File: src/rtl/dp_pkg.sv
// Shared datapath types and widths for the byte-to-word packing stage.
package dp_pkg;

    localparam int unsigned BYTE_W  = 8;
    localparam int unsigned WORD_W  = 16;
    localparam int unsigned ENTRY_W = WORD_W + 1;

    typedef enum logic {
        PK_EMPTY = 1'b0,
        PK_HALF  = 1'b1
    } pack_state_t;

endpackage

File: src/rtl/sync_fifo_fwft.sv
// First-word-fall-through FIFO with a registered head output that holds its
// last value while empty. Pointers carry one extra bit to tell full from empty.
module sync_fifo_fwft #(
    parameter int unsigned WIDTH = 17,
    parameter int unsigned DEPTH = 4
) (
    input  logic                     clk,
    input  logic                     rst_n,
    input  logic                     wr_en,
    input  logic [WIDTH-1:0]         wr_data,
    input  logic                     rd_ready,
    output logic [WIDTH-1:0]         rd_data,
    output logic                     rd_valid,
    output logic                     full,
    output logic [$clog2(DEPTH):0]   level
);

    localparam int unsigned AW = $clog2(DEPTH);

    logic [WIDTH-1:0] mem_q [DEPTH];
    logic [AW:0]      wr_ptr_q, wr_ptr_d;
    logic [AW:0]      rd_ptr_q, rd_ptr_d;
    logic [WIDTH-1:0] dout_q, dout_d;
    logic             empty;
    logic             do_push;
    logic             do_pop;

    assign empty    = (wr_ptr_q == rd_ptr_q);
    assign full     = (wr_ptr_q[AW] != rd_ptr_q[AW]) &&
                      (wr_ptr_q[AW-1:0] == rd_ptr_q[AW-1:0]);
    assign do_pop   = !empty && rd_ready;
    // A pop in the same cycle frees the slot a full FIFO would otherwise refuse.
    assign do_push  = wr_en && (!full || do_pop);
    assign rd_valid = !empty;
    assign rd_data  = dout_q;
    assign level    = wr_ptr_q - rd_ptr_q;

    // Next pointers and the entry that will sit at the head after this cycle.
    always_comb begin
        wr_ptr_d = wr_ptr_q + (AW+1)'(do_push);
        rd_ptr_d = rd_ptr_q + (AW+1)'(do_pop);
        dout_d   = dout_q;
        if (wr_ptr_d != rd_ptr_d) begin
            if (do_push && (wr_ptr_q[AW-1:0] == rd_ptr_d[AW-1:0])) begin
                dout_d = wr_data;
            end else begin
                dout_d = mem_q[rd_ptr_d[AW-1:0]];
            end
        end
    end

    // Storage, pointers and head register.
    always_ff @(posedge clk or negedge rst_n) begin
        if (!rst_n) begin
            for (int i = 0; i < int'(DEPTH); i++) begin
                mem_q[i] <= '0;
            end
            wr_ptr_q <= '0;
            rd_ptr_q <= '0;
            dout_q   <= '0;
        end else begin
            if (do_push) begin
                mem_q[wr_ptr_q[AW-1:0]] <= wr_data;
            end
            wr_ptr_q <= wr_ptr_d;
            rd_ptr_q <= rd_ptr_d;
            dout_q   <= dout_d;
        end
    end

endmodule

File: src/rtl/byte_word_packer.sv
// Packs upstream bytes into 16-bit words, buffers them and flags lost words.
module byte_word_packer
    import dp_pkg::*;
#(
    parameter int unsigned DEPTH = 4
) (
    input  logic                     clk,
    input  logic                     rst_n,
    input  logic [7:0]               byte_in,
    input  logic                     byte_valid,
    input  logic                     flush,
    output logic [15:0]              word_out,
    output logic                     word_partial,
    output logic                     word_valid,
    input  logic                     word_ready,
    output logic [$clog2(DEPTH):0]   level,
    output logic                     overflow,
    input  logic                     clr_overflow
);

    pack_state_t         state_q, state_d;
    logic [BYTE_W-1:0]   hold_q, hold_d;
    logic                overflow_q, overflow_d;
    logic                push_c;
    logic [ENTRY_W-1:0]  push_data_c;
    logic [ENTRY_W-1:0]  head;
    logic                fifo_full;
    logic                drop_c;

    // Pack decision: which word (if any) completes this cycle.
    always_comb begin
        state_d     = state_q;
        hold_d      = hold_q;
        push_c      = 1'b0;
        push_data_c = '0;
        case (state_q)
            PK_EMPTY: begin
                if (byte_valid) begin
                    if (flush) begin
                        push_c      = 1'b1;
                        push_data_c = {1'b1, 8'h00, byte_in};
                    end else begin
                        hold_d  = byte_in;
                        state_d = PK_HALF;
                    end
                end
            end
            PK_HALF: begin
                if (byte_valid) begin
                    push_c      = 1'b1;
                    push_data_c = {1'b0, byte_in, hold_q};
                    state_d     = PK_EMPTY;
                end else if (flush) begin
                    push_c      = 1'b1;
                    push_data_c = {1'b1, 8'h00, hold_q};
                    state_d     = PK_EMPTY;
                end
            end
            default: begin
                state_d = PK_EMPTY;
            end
        endcase
    end

    // A push into a full FIFO with no concurrent pop is lost; set beats clear.
    assign drop_c = push_c && fifo_full && !(word_valid && word_ready);

    always_comb begin
        overflow_d = overflow_q;
        if (drop_c) begin
            overflow_d = 1'b1;
        end else if (clr_overflow) begin
            overflow_d = 1'b0;
        end
    end

    // Pack state, hold byte and sticky overflow.
    always_ff @(posedge clk or negedge rst_n) begin
        if (!rst_n) begin
            state_q    <= PK_EMPTY;
            hold_q     <= '0;
            overflow_q <= 1'b0;
        end else begin
            state_q    <= state_d;
            hold_q     <= hold_d;
            overflow_q <= overflow_d;
        end
    end

    sync_fifo_fwft #(
        .WIDTH (ENTRY_W),
        .DEPTH (DEPTH)
    ) u_fifo (
        .clk      (clk),
        .rst_n    (rst_n),
        .wr_en    (push_c),
        .wr_data  (push_data_c),
        .rd_ready (word_ready),
        .rd_data  (head),
        .rd_valid (word_valid),
        .full     (fifo_full),
        .level    (level)
    );

    assign word_out     = head[WORD_W-1:0];
    assign word_partial = head[WORD_W];
    assign overflow     = overflow_q;

endmodule
File: config.mk
export PLATFORM = sky130hd
export DESIGN_NAME = byte_word_packer
export DESIGN_NICKNAME = d
export VERILOG_FILES = /design/src/rtl/dp_pkg.sv /design/src/rtl/sync_fifo_fwft.sv /design/src/rtl/byte_word_packer.sv
export SDC_FILE = /design/constraint.sdc
export NUM_CORES = 1
export LEC_CHECK = 0
export CORE_AREA = 4 4 96 98
export DETAILED_ROUTE_END_ITERATION = 8
export DIE_AREA = 0 0 100 102
export PLACE_DENSITY = 0.74
export SYNTH_ARGS = -nofsm -noshare
export SYNTH_HDL_FRONTEND = slang
export SYNTH_SLANG_ARGS = --single-unit
File: constraint.sdc
create_clock -name clk -period 3.4 [get_ports clk]
set_input_delay 0.51 -clock clk [delete_from_list [all_inputs] [get_ports clk]]
set_output_delay 0.51 -clock clk [all_outputs]
set_load 0.02 [all_outputs]
== Word level (Yosys, flattened, before mapping) ==
Cells that the tools add are included.
Operators by class
  $add $sub $neg: 3
  multipliers: 0
  bitwise gates (word level): 4
  eq/ne operators: 5
  mux-type cells: 22
  magnitude comparators: 3
  reduce and logical (&&, ||, !) cells: 13
  shift operators: 0
  divide/modulo/power cells: 0
Operators by type and width (count)
  17-bit two-way mux: 8
  68-bit bitwise mux: 1
  17-bit binary-select mux with 2-bit select: 1
  17-bit demux with 2-bit select: 1
  17-bit case mux with 2 select lines: 1
  1-bit two-way mux: 8
  1-bit logical AND: 7
  3-bit by 1-bit adder with 3-bit output: 2
  3-bit greater-or-equal comparator, second input constant: 2
  2-bit NOT with 3-bit output: 2
  2-bit == test: 2
  1-bit case mux with 2 select lines: 2
  3-bit == test: 1
  1-bit logical NOT: 3
  3-bit by 1-bit < comparator with 1-bit output, second input constant: 1
  3-bit != test: 1
  3-bit AND reduction: 1
  3-bit subtractor: 1
  1-bit NOT: 2
  2-bit nonzero test: 1
  1-bit logical OR: 1
  1-bit != test: 1
Storage, ports and cells
  bits in registers: 101
  RAM bits: 0
  latch bits: 0
  ROM bits: 0
  memories: 0

== Logic depth before layout (Yosys ltp) ==
Gate-level depths: netlist of the first run.
  depth in word-level cells: 9
  mapped depth: 14
  gate-level depth less buffers: 11

== Hierarchy ==
Synthesis of the first run repeated with hierarchy kept, for this count alone.
Unflattened totals
  cell total of the unflattened synthesis: 345
  area total of the unflattened synthesis: 4820.9 um^2
Modules (own cells, without submodules)
  sync_fifo_fwft: sequential area each 2277.2 um^2, times used 1, cells each 297, area each 4256.6 um^2
  byte_word_packer: sequential area each 250.2 um^2, times used 1, cells each 48, area each 564.3 um^2

== Least setup slack after synthesis of the first run ==
No wires, ideal clock.
  kind: reg-to-reg
  start point: register u_fifo.wr_ptr_q[0]
  end point: register u_fifo.dout_q[6], in the netlist u_fifo.rd_data[6]
  path slack: 0.415 ns
  arrival: 2.856 ns
  required time: 3.271 ns
  stages on the path, launching flop included: 15
  setup time: 0.129 ns
  clock period less this slack: 2.985 ns
  path through: dfrtp_1 inv_1 ha_1 nand3b_1 o21ai_2 buf_2 inv_2 ha_1 ha_1 xor2_1 xor2_2 or2_1 buf_4 buf_6 a31oi_1
On the way
  elaborated cells on any way between the ends: 18
  those cells by class: 2 x add/sub; 4 x eq/ne; 4 x mux; 1 x bitwise; 7 x reduce/logical
RTL lines
  from (decl): line sync_fifo_fwft.sv:21  | logic [AW:0] wr_ptr_q, wr_ptr_d;
  from (signal assigned): line sync_fifo_fwft.sv:65  | wr_ptr_q <= wr_ptr_d;
  3-bit == test / 2-bit == test (equally long branches): line sync_fifo_fwft.sv:28, sync_fifo_fwft.sv:30
  1-bit logical NOT / 1-bit logical AND (equally long branches): line sync_fifo_fwft.sv:31, sync_fifo_fwft.sv:29
  1-bit logical AND / 1-bit logical NOT (equally long branches): line sync_fifo_fwft.sv:31, sync_fifo_fwft.sv:33
  1-bit logical OR: line sync_fifo_fwft.sv:33  | assign do_push = wr_en && (!full || do_pop);
  1-bit logical AND: line sync_fifo_fwft.sv:33
  3-bit by 1-bit adder with 3-bit output (*): line sync_fifo_fwft.sv:40  | wr_ptr_d = wr_ptr_q + (AW+1)'(do_push);
  net u_fifo.wr_ptr_d[2]: line sync_fifo_fwft.sv:21
  3-bit != test (*): line sync_fifo_fwft.sv:43  | if (wr_ptr_d != rd_ptr_d) begin
  to (signal assigned): line sync_fifo_fwft.sv:67  | dout_q <= dout_d;
  to (decl): line sync_fifo_fwft.sv:23  | logic [WIDTH-1:0] dout_q, dout_d;
The timed path passes the listed nets; every way through them passes the cells marked *. The select of a mux whose other input is x is not followed.
A chain may end at the register's enable or synchronous reset.

== Worst setup path in the final report of the first run ==
  start point: register u_fifo.wr_ptr_q[0]
  end point: register u_fifo.dout_q[2], in the netlist u_fifo.rd_data[2]
The elaborated chain is that of the path after synthesis.

==> results of run 1 <==
area by class of cell:
cell class | instances | share of cell area
clock buffers | 11 | 0.0275
clock inverters | 5 | 0.0193
inverters | 7 | 0.00478
multi-input cells | 314 | 0.378
flip-flops and latches | 101 | 0.460
well taps | 108 | 0.0246
repair buffers | 52 | 0.0864
power breakdown:
group	internal [mW]	leakage (nW)	switching, mW
clock	0.530	0.126	0.413
sequential	1.64	1.33	0.255
combinational	1.22	0.875	1.64
total	3.40	2.33	2.31
per-layer routing:
metal  vias up  track usage  part of all wire
met4         0       0.0497             0.010
li1       1670            -                 -
met2        85        0.336              0.45
met3        13       0.0730             0.071
met1      1689        0.329              0.46
met5         -            0                 0
worst max-delay path by stage:
stage	end	start	depth (start not counted)
floorplan	u_fifo.rd_data[6]	u_fifo.wr_ptr_q[0]	14
global placement	u_fifo.rd_data[6]	flush	10
detailed placement	u_fifo.rd_data[6]	word_ready	10
CTS	u_fifo.rd_data[2]	u_fifo.wr_ptr_q[0]	11
global route	u_fifo.rd_data[9]	u_fifo.wr_ptr_q[0]	11
finish	u_fifo.rd_data[2]	u_fifo.wr_ptr_q[0]	11
cell families (layout without fill, tap and decap cells):
logic type,count (synthesis),in the layout
and+or+nand+nor,147,147
AOI/OAI and AO/OA,124,124
DFF,101,101
buffers and inverters,39,75
muxes,25,25
xor gates and xnor gates,10,10
adders and majority gates,8,8
worst max-delay path, stage by stage, from the launching register on:
cell,delay (ns)
dfrtp_1,0.47
inv_1,0.14
ha_1,0.34
nand3b_1,0.26
o21ai_2,0.25
inv_2,0.12
ha_1,0.21
ha_1,0.19
xor2_1,0.27
xor2_2,0.11
or2_2,0.44
a31oi_1,0.19
what timing repair did:
| item | in CTS | in global routing |
|---|---|---|
| hold buffers | 0 | 0 |
| endpoints found under the hold margin | 0 | 0 |
| resized for setup | 0 | 1 |
| setup endpoints to repair | 0 | 17 |
through the flow:
stage	hold WS [ns]	std cells	area, sq um	util	total power, mW
global placement	0.457	582	5240	0.619	4.67
CTS	0.184	598	5500	0.650	5.72
floorplan	0.214	454	4760	-	3.94
finish	0.149	598	5500	0.650	5.71
detailed placement	0.468	582	5240	0.619	4.79
global route	0.192	598	5500	0.650	6.15
flip-flops by register name, indices dropped and copies added, names as in the netlist:
register	cells
state_q	1
u_fifo.mem_q	68
u_fifo.wr_ptr_q	3
hold_q	8
u_fifo.rd_data	17
u_fifo.rd_ptr_q	3
overflow	1
cells in the final DEF (no fill, tap or decap), types with 3 or more instances in the layout:
cell type / n
a21boi_0: 8
a31oi_1: 17
and2_1: 3
and3_1: 8
buf_4: 18
bufinv_16: 3
clkbuf_8: 11
clkdlybuf4s50_1: 34
dfrtp_1: 101
ha_1: 6
inv_1: 6
mux2_2: 8
mux4_2: 17
nand2_1: 88
nand3b_1: 9
nor2_1: 9
nor3_1: 17
o2111ai_2: 4
o211ai_1: 8
o21ai_0: 86
or3_1: 9
xnor2_1: 5
xor2_1: 3
==> results.ini, run 1 <==
[outcome]
status = complete, no violations

[synth]
synth_compound_area_frac = 0.149
yosys.area_share.simple = 0.141
synthAdderAreaFrac = 0.0221
async_reset_ff_frac = 1.00
post-synth-top-count-cell = dfrtp_1
synth-xor-area-share = 0.0216
syn-instance-count = 454
syn_area_sq_mm = 0.00476
synth_seq_cells = 101
synthTopCellsByArea = dfrtp_1 53%, o21ai_0 9.0%, mux4_2 8.0%
synth.avg_cell_area_sq_um = 10.5
synth_top_family_by_area = compound AO/OA/AOI/OAI gates
syn-num-nets = 475
yosys_warnings = 0
yosysSeqAreaShare = 0.531
yosys-mux-area-fraction = 0.0994
ys.flop_type = dfrtp_1
netlist.area_leader.share = 0.531
synth_edf_count = 0
synth_cell_types = 35
synthTopCellsByCount = 101 x dfrtp_1, 88 x nand2_1, 86 x o21ai_0
yosysTopAreaCell = dfrtp_1

[sta]
setup_viol = 0
clock_skew_ns = 0.0113
rsz0062_at_grt = false
fin_tns_setup_ns = 0
fin_crit_sh = 0.905
fmax_mhz = 325
tightest_slew_ns = 1.06
hold_viol = 0
final-max-slew-violation-count = 0
period_needed_ns = 3.08
layout_setup_ws_ns = 0.324
slew-limit-headroom = 0.296

[critical_path]
start_kind = flip-flop
r2r_cells = 11
path_class = reg2reg
reg2reg_from = u_fifo.wr_ptr_q[0]
reg2reg_slack_ns = 0.32
crit_arrival_ns = 3.36
required_ns = 3.68
r2r_end = u_fifo.rd_data[2]
critPathMaxFanout = 17
critPathCaptureType = flip-flop

[grt]
grt_max_degree = 51
grt_pass1_vias = 3394
grt_util_all_layers = 0.225
antenna_found_initial = 0
overflow = 0
grt_pass1_wl_microns = 17700

[floorplanning]
die_area_sq_mm = 0.0102
start_util = 0.562
io_pins = 36
num_rows = 34
core_sq_mm = 0.00847
die_y_microns = 102
die_x_microns = 100

[final_layout]
areaGrowthSynthToFinish_pct = 15.6
nFillCells = 670
multi_input_area_sq_mm = 0.00208
register_area_sq_mm = 0.00253
nNetsFinal = 506
drive_gt1_frac = 0.141
n_antenna_cell = 0

[cts]
cts.sinks = 101
post_cts_buffers = 0
root_buffer = clkbuf_8
htree_levels = 3
clock_latency_ns = 0.37
cts_tree = yes
clockBufferDepth = 2
cts_made_buffers = 9
clk_pin_slew_worst_paths_ns = 0.10

[drt]
viasPerCell = 5.78
routed_wl_microns = 10500
drtAntennaViolNets = 0
drc = 0
drtPass1Iterations = 4
dr_total_vias = 3457
drtIter0Drc = 182
avgRoutedWirePerCell_microns = 17.5

[pwr]
pwr_density_cell_mw_per_mm2 = 1040
leakagePower_nw = 2.33
vdd_ir_drop_max_v = 0.000639

[placement]
place_congestion = 0.797
pre_cts_ws_ns = 0.227
portBuffers = 35
dp_hpwl_microns = 7550

[worst_hold_path]
hp-class = in2async

[flow_run]
maxCapViolations = 0

(Power assumes the default switching activity.)
==> run 2, diff against run 1 <==
Settings changed: CORE_AREA 4 4 96 98 to 4 4 100 102, DIE_AREA 0 0 100 102 to 0 0 104 106, PLACE_DENSITY 0.74 to 0.71.
Clock period 3.4 ns to 2.5 ns, I/O delays scaled along.
==> run 2 against run 1 <==
Setup slack got worse by 0.25 ns. Sequential cell count unchanged. Design area up 6.2%. Non-clock buffer count increased by 23. Clock skew increased by 0.0036 ns. Clock power rose by 2.5%. Die area increased by 8.1%. Via count rose by 6.0%.
==> results.ini, run 2 (synthesis results as in run 1) <==
[final_layout]
drive_gt1_frac = 0.207
areaGrowthSynthToFinish_pct = 22.8
largest_reg_flops = 68
final_common_cell = dfrtp_1
n_antenna_cell = 0
final_cell_mix = 99 x dfrtp_1, 86 x nand2_1, 86 x o21ai_0, 32 x clkdlybuf4s50_1, 29 x buf_4
nNetsFinal = 529
regMostFlops = u_fifo.mem_q

[drt]
drtPass1Iterations = 5
met1_length_microns = 5230
drc = 0
dr_total_vias = 3665
avgRoutedWirePerCell_microns = 18.5
highest_layer = met4
routed_wl_microns = 11600
drtIter0Drc = 224
dr_wl_met2_microns = 5550
drtAntennaViolNets = 0
wl_met3_microns = 617
viasPerCell = 5.87

[pwr]
pwr_density_cell_mw_per_mm2 = 1480
vdd_ir_drop_max_v = 0.000979
leakagePower_nw = 2.45

[grt]
grt_pass1_vias = 3609
grt_pass1_wl_microns = 19200
grt_util_all_layers = 0.221
antenna_found_initial = 0
overflow = 0
grt_max_degree = 68

[critical_path]
critPathCaptureType = flip-flop
critPathMaxStageDelay_ns = 0.44
start_kind = flip-flop
required_ns = 2.79
critPathMaxFanout = 8
crit_arrival_ns = 2.72
cpMostUsedCell = ha_4
reg2reg_slack_ns = 0.08
reg2reg_from = u_fifo.wr_ptr_q[1]
critPathLaunch = u_fifo.wr_ptr_q[1]
path_cells = ha_4 -> nand3b_1 -> o21ai_4 -> inv_6 -> ha_4 -> ha_4 -> xor2_2 -> xor2_2 -> or2_1 -> buf_4 -> a31oi_2
r2r_cells = 11
r2r_end = u_fifo.rd_data[6]
path_class = reg2reg
slowest_stage = dfrtp_2

[worst_hold_path]
hp-class = in2async

[cts]
root_buffer = clkbuf_8
cts_tree = yes
htree_levels = 3
clockBufferDepth = 2
cts.sinks = 101
clk_pin_slew_worst_paths_ns = 0.10
cts_made_buffers = 9
clock_latency_ns = 0.37
cts_hold_buf = 0

[placement]
portBuffers = 35
pre_cts_ws_ns = -0.184
place_congestion = 0.836
dp_hpwl_microns = 8050

[floorplanning]
num_rows = 35
die_y_microns = 106
die_x_microns = 104
core_sq_mm = 0.00911
start_util = 0.522
die_area_sq_mm = 0.0110
io_pins = 36

[sta]
hold_viol = 0
tightest_slew_ns = 0.840
rsz0062_at_grt = true
fin_crit_sh = 0.969
clock_skew_ns = 0.0150
layout_setup_ws_ns = 0.0765
fin_tns_setup_ns = 0
final-max-slew-violation-count = 0
period_needed_ns = 2.42
whs_ns = 0.102
slew-limit-headroom = 0.440
fmax_mhz = 413
setup_viol = 0

[outcome]
status = complete, no violations

[flow_run]
maxCapViolations = 0

[run 2: critical path, delay by kind of cell, from the launching register on]
family / cells / cell delay (ns)
compound gates: 2 / 0.36
xor+xnor: 2 / 0.31
simple gates: 2 / 0.42
buf+inv: 2 / 0.23
flops: 1 / 0.44
fa+ha+maj: 3 / 0.58
[run 2: layer usage]
| metal | vias to the layer above | track usage |
|---|---|---|
| met4 | 0 | 0.0741 |
| met1 | 1820 | 0.312 |
| met5 | - | 0 |
| met3 | 17 | 0.0322 |
| met2 | 113 | 0.355 |
| li1 | 1715 | - |
[run 2: worst max-delay path by stage]
stage / end
after global routing: u_fifo.rd_data[10]
after global placement: u_fifo.rd_data[11]
after detailed placement: u_fifo.rd_data[9]
after CTS: u_fifo.rd_data[15]
after floorplan: u_fifo.rd_data[6]
final: u_fifo.rd_data[6]
[run 2: power breakdown]
| part | total (mW) | leakage, nW | internal (mW) | switching [mW] |
|---|---|---|---|---|
| clock | 0.968 | 0.0810 | 0.375 | 0.593 |
| combinational | 5.13 | 1.04 | 2.46 | 2.67 |
| sequential | 2.58 | 1.33 | 2.24 | 0.338 |
[run 2: repair_timing]
item | 4_1_cts | 5_1_grt
resized for setup | 3 | 12
hold endpoints to repair | 0 | 0
pin swaps | 1 | 3
endpoints found under the setup margin | 19 | 17
buffers inserted | 0 | 2
[run 2: metrics by stage]
| step | cells | cell area [sq um] | utilization | power, mW |
|---|---|---|---|---|
| floorplan | 454 | 4860 | - | 5.57 |
| global placement | 606 | 5580 | 0.613 | 7.33 |
| detailed placement | 606 | 5580 | 0.613 | 7.49 |
| CTS | 622 | 5770 | 0.633 | 8.46 |
| global route | 624 | 5840 | 0.641 | 9.26 |
| finish | 624 | 5840 | 0.641 | 8.67 |
[run 2: layout make-up]
class | instances | area (sq um)
Clock buffer | 11 | 131
Clock inverter | 5 | 41.3
Fill cell | 731 | 3270
Inverter | 7 | 31.3
Multi-Input combinational cell | 314 | 2220
Sequential cell | 101 | 2530
Tap cell | 111 | 139
Timing Repair Buffer | 75 | 752
==> run 3, diff against run 2 <==
Clock period 2.5 ns to 2.2 ns, I/O delays scaled along.
==> run 3 against run 2 <==
The run now ends with negative setup slack left. Final cell count grew 0.80%. Die area is the same. Design area grew 6.4%. Sequential power grew 14%. Critical path type unchanged. Via count grew 1.7%. Highest routed layer unchanged. First-iteration DRC count grew 19%.
==> results.ini, run 3 (synthesis results as in run 1) <==
[final_layout]
areaGrowthSynthToFinish_pct = 30.6
final_cell_mix = 99 x dfrtp_1, 87 x nand2_1, 77 x o21ai_0, 35 x buf_4, 31 x clkdlybuf4s50_1
final_common_cell = dfrtp_1
final_util = 0.682
largest_reg_flops = 68
n_antenna_cell = 0
nNetsFinal = 535
regMostFlops = u_fifo.mem_q
drive_gt1_frac = 0.268

[outcome]
violations = negative setup slack
status = complete, but fails checks

[floorplanning]
num_rows = 35
die_x_microns = 104
die_y_microns = 106
core_sq_mm = 0.00911
die_area_sq_mm = 0.0110
io_pins = 36
start_util = 0.522

[drt]
viasPerCell = 5.93
drtIter0Drc = 267
drtPass1Iterations = 5
drc = 0
dr_total_vias = 3728
routed_wl_microns = 11900
avgRoutedWirePerCell_microns = 18.9
drtAntennaViolNets = 0

[cts]
root_buffer = clkbuf_8
htree_levels = 3
cts_made_buffers = 9
clock_latency_ns = 0.35
clockBufferDepth = 2
clk_pin_slew_worst_paths_ns = 0.09
cts.sinks = 101
cts_tree = yes

[sta]
rsz0062_at_grt = true
final-max-slew-violation-count = 0
period_needed_ns = 2.48
clock_skew_ns = 0.00859
setup_viol = 17
layout_setup_ws_ns = -0.279
fmax_mhz = 403
fin_crit_sh = 1.13
slew-limit-headroom = 0.686
hold_viol = 0
tightest_slew_ns = 0.471

[placement]
dp_hpwl_microns = 8020
portBuffers = 35
place_congestion = 0.799

[pwr]
p_comb_frac = 0.623
pwr_density_cell_mw_per_mm2 = 1810
swShare = 0.418
total_power_mw = 11.3
vdd_ir_drop_max_v = 0.00177
leakagePower_nw = 2.56
pwr-share-clk = 0.116
power_switching_mw = 4.70
cell_internal_pwr_mw = 6.55
seq_power_share = 0.261

[worst_hold_path]
hp-class = in2async

[grt]
grt_util_all_layers = 0.216
antenna_found_initial = 0
grt_pass1_wl_microns = 18900
grt_pass1_vias = 3687
grt_max_degree = 68
overflow = 0

[critical_path]
required_ns = 2.44
crit_arrival_ns = 2.71
start_kind = flip-flop
critPathLaunch = u_fifo.rd_ptr_q[0]
r2r_cells = 11
critPathMaxFanout = 17
reg2reg_slack_ns = -0.28
path_class = reg2reg
critPathCaptureType = flip-flop
r2r_end = u_fifo.rd_data[7]
reg2reg_from = u_fifo.rd_ptr_q[0]
endpoint = u_fifo.rd_data[7]

[flow_run]
maxCapViolations = 0

[run 3: layer usage]
| metal | track usage | up-vias | share of wire |
|---|---|---|---|
| met5 | 0 | - | 0 |
| met4 | 0.0703 | 0 | 0.013 |
| met3 | 0.0516 | 16 | 0.060 |
| met2 | 0.351 | 118 | 0.49 |
| met1 | 0.289 | 1864 | 0.44 |
| li1 | - | 1730 | - |
[run 3: worst min-delay path by stage]
| stage | endpoint | slack [ns] |
|---|---|---|
| floorplan | hold_q[0] | 0.03 |
| global placement | u_fifo.rd_ptr_q[0] | 0.31 |
| detailed placement | u_fifo.rd_ptr_q[0] | 0.31 |
| CTS | u_fifo.rd_ptr_q[0] | 0.48 |
| global route | u_fifo.rd_ptr_q[0] | 0.50 |
| finish | u_fifo.rd_ptr_q[0] | 0.47 |
[run 3: repair_timing]
action	CTS	global route
cloned	0	0
resized for setup	22	40
hold buffers	1	0
pin swaps	3	3
buffers inserted	1	0
hold endpoints to repair	34	0
endpoints found under the setup margin	19	19
[run 3: cell type report]
class | count | area [sq um]
fillers | 679 | 2890
flip-flops and latches | 101 | 2530
multi-input cells | 314 | 2470
repair buffers | 81 | 823
well taps | 111 | 139
clock buffers | 10 | 138
clock inverters | 5 | 85.1
inverters | 7 | 31.3
[run 3: stage by stage]
step / setup TNS [ns] / cell area (sq um) / setup WS, ns / hold WS (ns) / std cells
after floorplan: -8.84 / 4860 / -0.569 / 0.0344 / 454
after global placement: -6.44 / 5640 / -0.386 / 0.312 / 612
after detailed placement: -7.34 / 5640 / -0.471 / 0.314 / 612
after CTS: -3.39 / 5960 / -0.220 / 0.478 / 629
after global routing: -5.58 / 6210 / -0.371 / 0.496 / 629
final: -4.20 / 6210 / -0.279 / 0.468 / 629
[run 3: power groups by stage]
stage	sequential [mW]	combinational, mW	clock, mW
finish	2.94	7.01	1.30
global route	3.02	7.50	1.42
CTS	2.93	5.87	1.32
detailed placement	2.96	5.52	0
global placement	2.92	5.35	0
floorplan	3.02	3.31	0
[run 3: critical path: stages (launching register included)]
cell      delay [ns]
dfrtp_1         0.43
ha_4            0.29
nand3b_1        0.14
o21ai_2         0.27
inv_6           0.05
ha_4            0.16
ha_4            0.16
xor2_4          0.15
xor2_2          0.16
buf_6           0.19
nor3_1          0.29
a31oi_2         0.05
==> RTL change (config.mk and constraints of run 2) <==
Make the reset (`rst_n`) synchronous in 2 clocked blocks.
--- a/src/rtl/sync_fifo_fwft.sv
+++ b/src/rtl/sync_fifo_fwft.sv
@@ -51,5 +51,5 @@
 
     // Storage, pointers and head register.
-    always_ff @(posedge clk or negedge rst_n) begin
+    always_ff @(posedge clk) begin
         if (!rst_n) begin
             for (int i = 0; i < int'(DEPTH); i++) begin
--- a/src/rtl/byte_word_packer.sv
+++ b/src/rtl/byte_word_packer.sv
@@ -76,5 +76,5 @@
 
     // Pack state, hold byte and sticky overflow.
-    always_ff @(posedge clk or negedge rst_n) begin
+    always_ff @(posedge clk) begin
         if (!rst_n) begin
             state_q    <= PK_EMPTY;
Check against the original RTL: differs if rst_n is asserted again (counterexample within 4 cycles, from zero or initial values and one cycle with rst_n low); with rst_n held inactive, the same outputs for 4 cycles.
==> RTL change against run 2 <==
- the flow now finishes with violations (setup timing)
- cell area increased by 0.49%
- cell count decreased by 16%
- setup slack got worse by 0.14 ns
- synthesized area decreased by 5.2%
- routed wire length decreased by 8.0%
- sequential cell count unchanged
Power is not compared: it rests on default switching activity, and its combinational part moved more than twofold at a synthesized area within 25%.
==> RTL change: results (changes against run 2) <==
Outcome: finished, violations left (was completed)
Violated checks: setup timing
Count of non-CTS inverters in the layout: 18 (was 7)
CP max-delay cell: dfxtp_4 (was dfrtp_2)
Final Power: 4.97 mW
Dpl ws: -0.296 ns (was -0.184 ns)
Synth Area in Compound Gates: 6.74% (was 14.9%)
Final HPWL DP: 7.10 mm (was 8.05 mm)
Iter 0 DRT Violations: 153 (was 224)
Multi-input gates: 201 (was 314)
Largest net degree at the start of global routing: 18 (was 68)
Met1 Use GR: 26.5% (was 31.2%)
Met1 WL: 4.62 mm (was 5.23 mm)
Final TNS setup: -0.586 ns (was 0 ns)
Final setup vio count: 17 (was 0)
Vias in the first global route: 3022 (was 3609)
Worst hold path class: reg2reg (was in2async)
Post-synth EDFFs: 68 (was 0)
Main synth FF type: edfxtp_1 (was dfrtp_1)
Xor/xnor share of the synthesized area: 2.11% (was 2.16%)
FF/Latch Area: 0.00271 mm2 (was 0.00253 mm2)
Synth top area cells: edfxtp_1, dfxtp_1, mux4_2 (was dfrtp_1, o21ai_0, mux4_2)
Worst setup margin: -0.0589 ns (was 0.0765 ns)
Crit Path Max Fanout: 6 (was 8)
Vias/cell: 5.65 (was 5.87)
Commonest cells in the synthesized netlist: edfxtp_1, nor2_1, dfxtp_1 (was dfrtp_1, nand2_1, o21ai_0)
Multi-input combinational area share: 32.8% (was 38.0%)
Met3 Use GR: 4.19% (was 3.22%)
Clock-cell share of area: 4.07% (was 2.96%)
CP max stage delay: 0.37 ns (was 0.44 ns)
Synthesized Nets: 362 (was 475)
Met2 usage: 32.7% (was 35.5%)
Rel. slew slack: 70.9% (was 44.0%)
Sink Count: 101 (unchanged)
Buffer share of cell area: 13.4% (was 12.9%)
Final WL: 10.7 mm (was 11.6 mm)
Post-synthesis adder-cell area fraction: 2.33% (was 2.21%)
Mux contribution to synthesized area: 14.0% (was 9.94%)
Clock skew: 0.00946 ns (was 0.0150 ns)
Layout cell share with drive strength beyond 1: 29.6% (was 20.7%)
Fill cells: 705 (was 731)
Met3 WL: 592 um (was 617 um)
-- RTL change: path summary, 6_finish.rpt --
check / endpoint / slack, ns / cells after the start / startpoint
hold reg to reg: u_fifo.rd_data[4]$_SDFFE_PN0P_ / 0.48 / 1 / u_fifo.rd_data[4]$_SDFFE_PN0P_
setup reg to reg: u_fifo.rd_data[11]$_SDFFE_PN0P_ / -0.06 / 12 / u_fifo.wr_ptr_q[0]$_SDFF_PN0_
setup / recovery: u_fifo.rd_data[11]$_SDFFE_PN0P_ / -0.06 / 12 / u_fifo.wr_ptr_q[0]$_SDFF_PN0_
hold / removal: u_fifo.rd_data[4]$_SDFFE_PN0P_ / 0.48 / 1 / u_fifo.rd_data[4]$_SDFFE_PN0P_
-- RTL change: through the flow --
step / std cells / area [um2] / utilization, %
after floorplan: 341 / 4660 / -
after global placement: 504 / 5340 / 58.6
after detailed placement: 504 / 5340 / 58.6
after CTS: 520 / 5610 / 61.6
after global routing: 526 / 5870 / 64.5
final: 526 / 5870 / 64.5
